`src/rtl/sdram_arbiter.sv`:
```
// sdram_arbiter
//   Shares one SDRAM controller between the Z80 memory path, the boot/ROM
//   image loader and refresh (CPU RFSH cycles plus an internal interval timer).
//   Grants one fixed-length strobe slot at a time, followed by a one-clock gap.
// Ports
//   clock, reset (sync, active-low), ready (core initialised; low acts as reset)
//   cpuRd/cpuWr/cpuRfsh (active-low levels), cpuA, cpuD -> cpuQ, cpuWait
//   ldReq, ldA, ldD -> ldAck (one-clock pulse at completion)
//   sdrRd/sdrWr/sdrRfsh (active-low strobes), sdrA, sdrD -> core; sdrQ <- core
module sdram_arbiter #(
  parameter int unsigned SLOT      = 8,
  parameter int unsigned RINTERVAL = 384,
  parameter int unsigned AW        = 24
) (
  input  logic          clock,
  input  logic          reset,
  input  logic          ready,
  input  logic          cpuRd,
  input  logic          cpuWr,
  input  logic          cpuRfsh,
  input  logic [AW-1:0] cpuA,
  input  logic [7:0]    cpuD,
  output logic [7:0]    cpuQ,
  output logic          cpuWait,
  input  logic          ldReq,
  input  logic [AW-1:0] ldA,
  input  logic [7:0]    ldD,
  output logic          ldAck,
  output logic          sdrRd,
  output logic          sdrWr,
  output logic          sdrRfsh,
  output logic [AW-1:0] sdrA,
  output logic [15:0]   sdrD,
  input  logic [15:0]   sdrQ
);

  localparam int unsigned CW = $clog2(SLOT + 1);
  localparam int unsigned TW = $clog2(RINTERVAL + 1);
  localparam logic [CW-1:0] COUNT_LAST = CW'(SLOT - 1);
  localparam logic [TW-1:0] TIMER_LAST = TW'(RINTERVAL - 1);

  typedef enum logic [2:0] {S_IDLE, S_CPU, S_RFSH, S_LOAD, S_GAP} state_t;

  state_t        state_q, state_d;
  logic [CW-1:0] count_q, count_d;
  logic [TW-1:0] timer_q, timer_d;
  logic          tpend_q, tpend_d;
  logic          cpu_pend_q, cpu_pend_d;
  logic          cpu_op_wr_q, cpu_op_wr_d;
  logic          cpu_served_q, cpu_served_d;
  logic          rf_pend_q, rf_pend_d;
  logic          rf_served_q, rf_served_d;
  logic          cur_wr_q, cur_wr_d;
  logic          sdr_rd_q, sdr_rd_d;
  logic          sdr_wr_q, sdr_wr_d;
  logic          sdr_rfsh_q, sdr_rfsh_d;
  logic [AW-1:0] sdr_a_q, sdr_a_d;
  logic [15:0]   sdr_d_q, sdr_d_d;
  logic [7:0]    cpu_q_q, cpu_q_d;
  logic          cpu_wait_q, cpu_wait_d;
  logic          ld_ack_q, ld_ack_d;

  logic cpu_lvl, cap_cpu, cap_rf, cpu_req, cpu_wr_req, rf_req;
  logic sdr_q_hi_unused;

  always_comb sdr_q_hi_unused = ^sdrQ[15:8];

  always_comb begin
    state_d      = state_q;
    count_d      = count_q;
    tpend_d      = tpend_q;
    cpu_pend_d   = cpu_pend_q;
    cpu_op_wr_d  = cpu_op_wr_q;
    cpu_served_d = cpu_served_q;
    rf_pend_d    = rf_pend_q;
    rf_served_d  = rf_served_q;
    cur_wr_d     = cur_wr_q;
    sdr_rd_d     = sdr_rd_q;
    sdr_wr_d     = sdr_wr_q;
    sdr_rfsh_d   = sdr_rfsh_q;
    sdr_a_d      = sdr_a_q;
    sdr_d_d      = sdr_d_q;
    cpu_q_d      = cpu_q_q;
    ld_ack_d     = 1'b0;

    // A request is taken once per Z80 strobe: the served flag blocks
    // re-capture until the level has returned high.
    cpu_lvl    = !cpuRd || !cpuWr;
    cap_cpu    = cpu_lvl && !cpu_served_q && !cpu_pend_q;
    cap_rf     = !cpuRfsh && !rf_served_q && !rf_pend_q;
    cpu_req    = cpu_pend_q || cap_cpu;
    cpu_wr_req = cpu_pend_q ? cpu_op_wr_q : !cpuWr;
    rf_req     = rf_pend_q || cap_rf;

    if (cap_cpu) begin
      cpu_pend_d  = 1'b1;
      cpu_op_wr_d = !cpuWr;
    end
    if (cap_rf) rf_pend_d = 1'b1;
    if (!cpu_lvl) cpu_served_d = 1'b0;
    if (cpuRfsh) rf_served_d = 1'b0;

    timer_d = (timer_q == TIMER_LAST) ? timer_q : timer_q + TW'(1);
    if (timer_d == TIMER_LAST) tpend_d = 1'b1;

    case (state_q)
      S_IDLE: begin
        count_d = '0;
        // Capture and grant may happen on the same clock so that a CPU
        // request arriving together with the loader still wins.
        if (cpu_req) begin
          state_d      = S_CPU;
          cpu_pend_d   = 1'b0;
          cpu_served_d = 1'b1;
          cur_wr_d     = cpu_wr_req;
          sdr_a_d      = cpuA;
          sdr_d_d      = {2{cpuD}};
          if (cpu_wr_req) sdr_wr_d = 1'b0;
          else            sdr_rd_d = 1'b0;
        end else if (rf_req || tpend_q) begin
          state_d    = S_RFSH;
          rf_pend_d  = 1'b0;
          tpend_d    = 1'b0;
          timer_d    = '0;
          sdr_rfsh_d = 1'b0;
          if (rf_req) rf_served_d = 1'b1;
        end else if (ldReq) begin
          state_d  = S_LOAD;
          sdr_a_d  = ldA;
          sdr_d_d  = {2{ldD}};
          sdr_wr_d = 1'b0;
        end
      end
      S_CPU, S_RFSH, S_LOAD: begin
        count_d = count_q + CW'(1);
        if (count_q == COUNT_LAST) begin
          state_d    = S_GAP;
          sdr_rd_d   = 1'b1;
          sdr_wr_d   = 1'b1;
          sdr_rfsh_d = 1'b1;
          if (state_q == S_CPU && !cur_wr_q) cpu_q_d = sdrQ[7:0];
          if (state_q == S_LOAD) ld_ack_d = 1'b1;
        end
      end
      S_GAP:   state_d = S_IDLE;
      default: state_d = S_IDLE;
    endcase

    // Wait covers pending, the slot itself and the gap clock after a CPU slot.
    cpu_wait_d = cpu_pend_d || (state_d == S_CPU) ||
                 (state_d == S_GAP && state_q == S_CPU);
  end

  always_ff @(posedge clock) begin
    if (!reset || !ready) begin
      state_q      <= S_IDLE;
      count_q      <= '0;
      timer_q      <= '0;
      tpend_q      <= 1'b0;
      cpu_pend_q   <= 1'b0;
      cpu_op_wr_q  <= 1'b0;
      cpu_served_q <= 1'b0;
      rf_pend_q    <= 1'b0;
      rf_served_q  <= 1'b0;
      cur_wr_q     <= 1'b0;
      sdr_rd_q     <= 1'b1;
      sdr_wr_q     <= 1'b1;
      sdr_rfsh_q   <= 1'b1;
      sdr_a_q      <= '0;
      sdr_d_q      <= '0;
      cpu_q_q      <= '0;
      cpu_wait_q   <= 1'b0;
      ld_ack_q     <= 1'b0;
    end else begin
      state_q      <= state_d;
      count_q      <= count_d;
      timer_q      <= timer_d;
      tpend_q      <= tpend_d;
      cpu_pend_q   <= cpu_pend_d;
      cpu_op_wr_q  <= cpu_op_wr_d;
      cpu_served_q <= cpu_served_d;
      rf_pend_q    <= rf_pend_d;
      rf_served_q  <= rf_served_d;
      cur_wr_q     <= cur_wr_d;
      sdr_rd_q     <= sdr_rd_d;
      sdr_wr_q     <= sdr_wr_d;
      sdr_rfsh_q   <= sdr_rfsh_d;
      sdr_a_q      <= sdr_a_d;
      sdr_d_q      <= sdr_d_d;
      cpu_q_q      <= cpu_q_d;
      cpu_wait_q   <= cpu_wait_d;
      ld_ack_q     <= ld_ack_d;
    end
  end

  assign sdrRd   = sdr_rd_q;
  assign sdrWr   = sdr_wr_q;
  assign sdrRfsh = sdr_rfsh_q;
  assign sdrA    = sdr_a_q;
  assign sdrD    = sdr_d_q;
  assign cpuQ    = cpu_q_q;
  assign cpuWait = cpu_wait_q;
  assign ldAck   = ld_ack_q;

endmodule

```
`config.mk`:
```
export PLATFORM = sky130hd
export DESIGN_NAME = sdram_arbiter
export DESIGN_NICKNAME = d
export VERILOG_FILES = /design/src/rtl/sdram_arbiter.sv
export SDC_FILE = /design/constraint.sdc
export NUM_CORES = 1
export LEC_CHECK = 0
export ABC_AREA = 0
export BUFFER_PORTS_ARGS = -buffer_cell sky130_fd_sc_hd__buf_2
export CORE_ASPECT_RATIO = 0.6
export CORE_MARGIN = 5
export CORE_UTILIZATION = 45
export CTS_CLUSTER_SIZE = 8
export DETAILED_ROUTE_END_ITERATION = 8
export HOLD_SLACK_MARGIN = 0.1
export PLACE_DENSITY = 0.84
export SYNTH_ARGS = -nofsm -noshare
export SYNTH_HDL_FRONTEND = slang
export SYNTH_SLANG_ARGS = --single-unit
export TNS_END_PERCENT = 10
```
`constraint.sdc`:
```
create_clock -name clock -period 2.3 [get_ports clock]
set_clock_uncertainty 0.1 [all_clocks]
set_input_delay 0.23 -clock clock [delete_from_list [all_inputs] [get_ports clock]]
set_output_delay 0.23 -clock clock [all_outputs]
set_load 0.02 [all_outputs]
```
==> summary.md <==
| Metric | Value |
|---|---|
| Run status | complete, no violations |
| Yosys top cell area share | 0.4240 |
| Slew @ Worst Pin | ~600 ps |
| Initial DRC count | 79 |
| Num CTS Buffers | 9 |
| CP startpoint kind | register |
| Top-count cell post-synth | dfxtp_1 |
| # IOs | 140 |
| Clock tree from TritonCTS | yes |
| Routed wire length | just under 8 mm |
| FF-to-FF Start | count_q[0]$_SDFFE_PP0P_ |
| CTS Root Cell | clkbuf_16 |
| LEAKAGE | slightly below 2 nW |
| FF+latch count, synth | slightly below 70 |
| DP Wirelength | around 5.8 mm |
| Final nets | roughly 560 |
| # H-tree levels | 3 |
| Top cells by count, synth | dfxtp_1, nor2_1, mux2i_1, a211oi_1, nand2_1 |
| Vias per cell | around 5.1 |
| Largest net degree at the start of global routing | 67 |
| Tot GR Track Use | 0.1742 |
| Synthesized instance count | between 300 and 400 |
| Drt first pass iters | 4 |
| R2r setup slk | around 200 ps |
| Max rail drop VDD | around 0.00047 V |
| Setup Total Neg Slack | 0 ps |
| Min-Delay Path Class | input port to register |
| Final period utilization | 0.9130 |
| Row cnt | 23 |
| Synth area leader | dfxtp_1 |
| Async SR Flop Fraction | 0 |
| Initial core utilization | 0.4727 |
| Syn-to-layout area delta | 32.42% |
| RR Endpoint | cpuQ[4]$_SDFFE_PP0P_ |
| Routed len/inst | about 14 µm |
| Cell variety after synth | 56 |
| Drc violations | 0 |
| RSZ-0062 raised after global routing | false |
| Mapped cell area | roughly 3200 µm² |
| Post-synth EDFFs | 0 |
| Vias in the first global route | around 2900 |
| Clk Latency, worst-skew pair | around 320 ps |
| Layout cells sized above 1 | 0.3652 |
| Die X | approximately 120 µm |
| FF/Latch Area | between 1000 and 1500 µm² |
| Yosys warning total | 0 |
| Overall die area | 8980 µm² |
| PwrDens | approximately 740 nW/µm² |
| Setup Crit Path Kind | register to register |
| Final hold violations | 0 |
| Gr ovfl total | 0 |
| Filler Cell Count | between 500 and 600 |
| Worst EP arrival | about 2200 ps |
| Via count | roughly 2800 |
| Clock Tree Buf Depth | 2 |
| Total power | ~3.2 mW |
| CTS resizes | 0 |
| Syn_area_per_cell | 9.443 µm² |
| Hold depth | 3 |
| Initial antenna violation count | 0 |
| Fin crit period | roughly 2100 ps |
| Hold Path Origin | cpuA[5] |
| Worst reg2reg path depth | 5 |
| Core box area | about 6800 µm² |
| Crit-path max FO | 8 |
| RD Place Congestion | between 0.8 and 0.9 |
| Remaining antenna violation count | 0 |
| Ant. Diodes | 0 |
| Clock-pin slew on the worst setup and hold paths | around 60 ps |
| Rel. slew slack | 0.5942 |
| Port bufs | ~130 |
| Seq/Total Area, Yosys | 0.4240 |
| Syn nets | around 430 |
| CP endpoint kind | register |
| First-pass GRT wire length | about 13 mm |
| Max Cap Violations | 0 |
| Clk sinks | 68 |
| Top cells by area, synth | dfxtp_1, mux2i_1, nor2_1 |
| Die Height | roughly 75 µm |
| Worst EP required | between 2000 and 2500 ps |
| Predominant post-synthesis flop cell | dfxtp_1 |
| Slew Limit Fails | 0 |
| Area occupied by multi-input gates | 1640 µm² |
| F_max | ~0.48 GHz |
| WHS Endpoint | sdrA[5]$_SDFFE_PP0P_ |
| Final setup fails | 0 |
## cells in the final DEF, fill, tap and decap left out, types with 2 or more instances in the layout
cell           count
nor2b_1            2
and4_1             2
clkinv_4           2
dfxtp_1           68
dlygate4sd3_1      9
buf_4              3
a211oi_1          23
nor3_4             2
nand2_1           15
a21oi_1           10
clkbuf_16          9
a211oi_2           9
nand3b_1           5
inv_1              5
and2_1             2
o21ai_0            4
nor3_1            10
nor2_1            57
nand4_1            3
nand2_2            2
buf_12             3
ha_1               2
nand2b_1           2
or3_1              3
nand3_1            3
clkinv_2           2
xnor2_1            3
buf_2            131
xor2_1             3
mux2i_1           47
## power breakdown
| group | switching (mW) | internal, mW |
|---|---|---|
| logic | 0.327 | 0.233 |
| clock network | 0.488 | 0.838 |
| registers | 0.0366 | 1.24 |
## flip-flops by register name, indices dropped and copies added, names as in the netlist
signal,count
sdrA,24
cpuWait,1
sdrD,8
cpuQ,8
cpu_pend_q,1
rf_pend_q,1
sdrRfsh,1
tpend_q,1
state_q,3
cpu_served_q,1
rf_served_q,1
timer_q,9
sdrRd,1
cpu_op_wr_q,1
ldAck,1
count_q,4
cur_wr_q,1
sdrWr,1
## logic make-up (layout without fill, tap and decap cells)
logic type,after synthesis,in the layout,synth area share
AND/OR/NAND/NOR,119,119,0.1879
flip-flops,68,68,0.4240
AO/OA/AOI/OAI,62,62,0.1516
multiplexers,47,47,0.1465
buffers and inverters,36,167,0.06586
XOR/XNOR,6,6,0.01637
adder cells (fa/ha/maj),2,2,0.007793
## worst max-delay path, cell delays in order (launching register included)
cell	delay, ps
dfxtp_1	380
ha_1	200
nand3b_1	210
or4b_1	770
mux2i_1	250
nor2_1	60
## worst max path at each step
stage                                 end               startpoint  slack [ps]  cells past startpoint
floorplan            cpuQ[7]$_SDFFE_PP0P_  count_q[0]$_SDFFE_PP0P_         590                      6
detailed placement   cpuQ[4]$_SDFFE_PP0P_  count_q[0]$_SDFFE_PP0P_         230                      5
global route        sdrA[23]$_SDFFE_PP0P_                  cpuRfsh          70                      8
CTS                  cpuQ[4]$_SDFFE_PP0P_  count_q[0]$_SDFFE_PP0P_         190                      5
global placement     cpuQ[2]$_SDFFE_PP0P_  count_q[0]$_SDFFE_PP0P_         310                      5
finish               cpuQ[4]$_SDFFE_PP0P_  count_q[0]$_SDFFE_PP0P_         200                      5
## timing repair
item / CTS / global route
setup endpoints to repair: 0 / 0
setup buffers: 0 / 0
hold buffers: 9 / 0
hold endpoints to repair: 9 / 0
## per-layer routing
| metal | vias up | track usage | share of wire |
|---|---|---|---|
| li1 | 1462 | - | - |
| met1 | 1289 | 0.2003 | 0.43 |
| met5 | - | 0 | 0 |
| met3 | 6 | 0.06231 | 0.072 |
| met4 | 0 | 0.04108 | 0.0089 |
| met2 | 86 | 0.3183 | 0.49 |
## per-stage QoR
stage	area [µm²]	hold WS [ps]	worst slack, ps	util	std cells
after floorplan	3211	273.9	589.8	-	340
after global placement	3867	335.1	308.3	0.5695	533
after detailed placement	3867	345.8	233.3	0.5695	533
after CTS	4252	127.5	186.6	0.6260	558
after global routing	4252	142.7	74.25	0.6260	558
final	4252	137.9	200.1	0.6260	558
## final cells by class
| cell class | instances | area share |
|---|---|---|
| clock buffers | 10 | 0.05386 |
| inverters | 5 | 0.004414 |
| flip-flops and latches | 68 | 0.3202 |
| clock inverters | 6 | 0.01530 |
| well taps | 87 | 0.02560 |
| multi-input cells | 236 | 0.3858 |
| repair buffers | 146 | 0.1948 |
No activity file was read; power rests on OpenSTA's default activity.
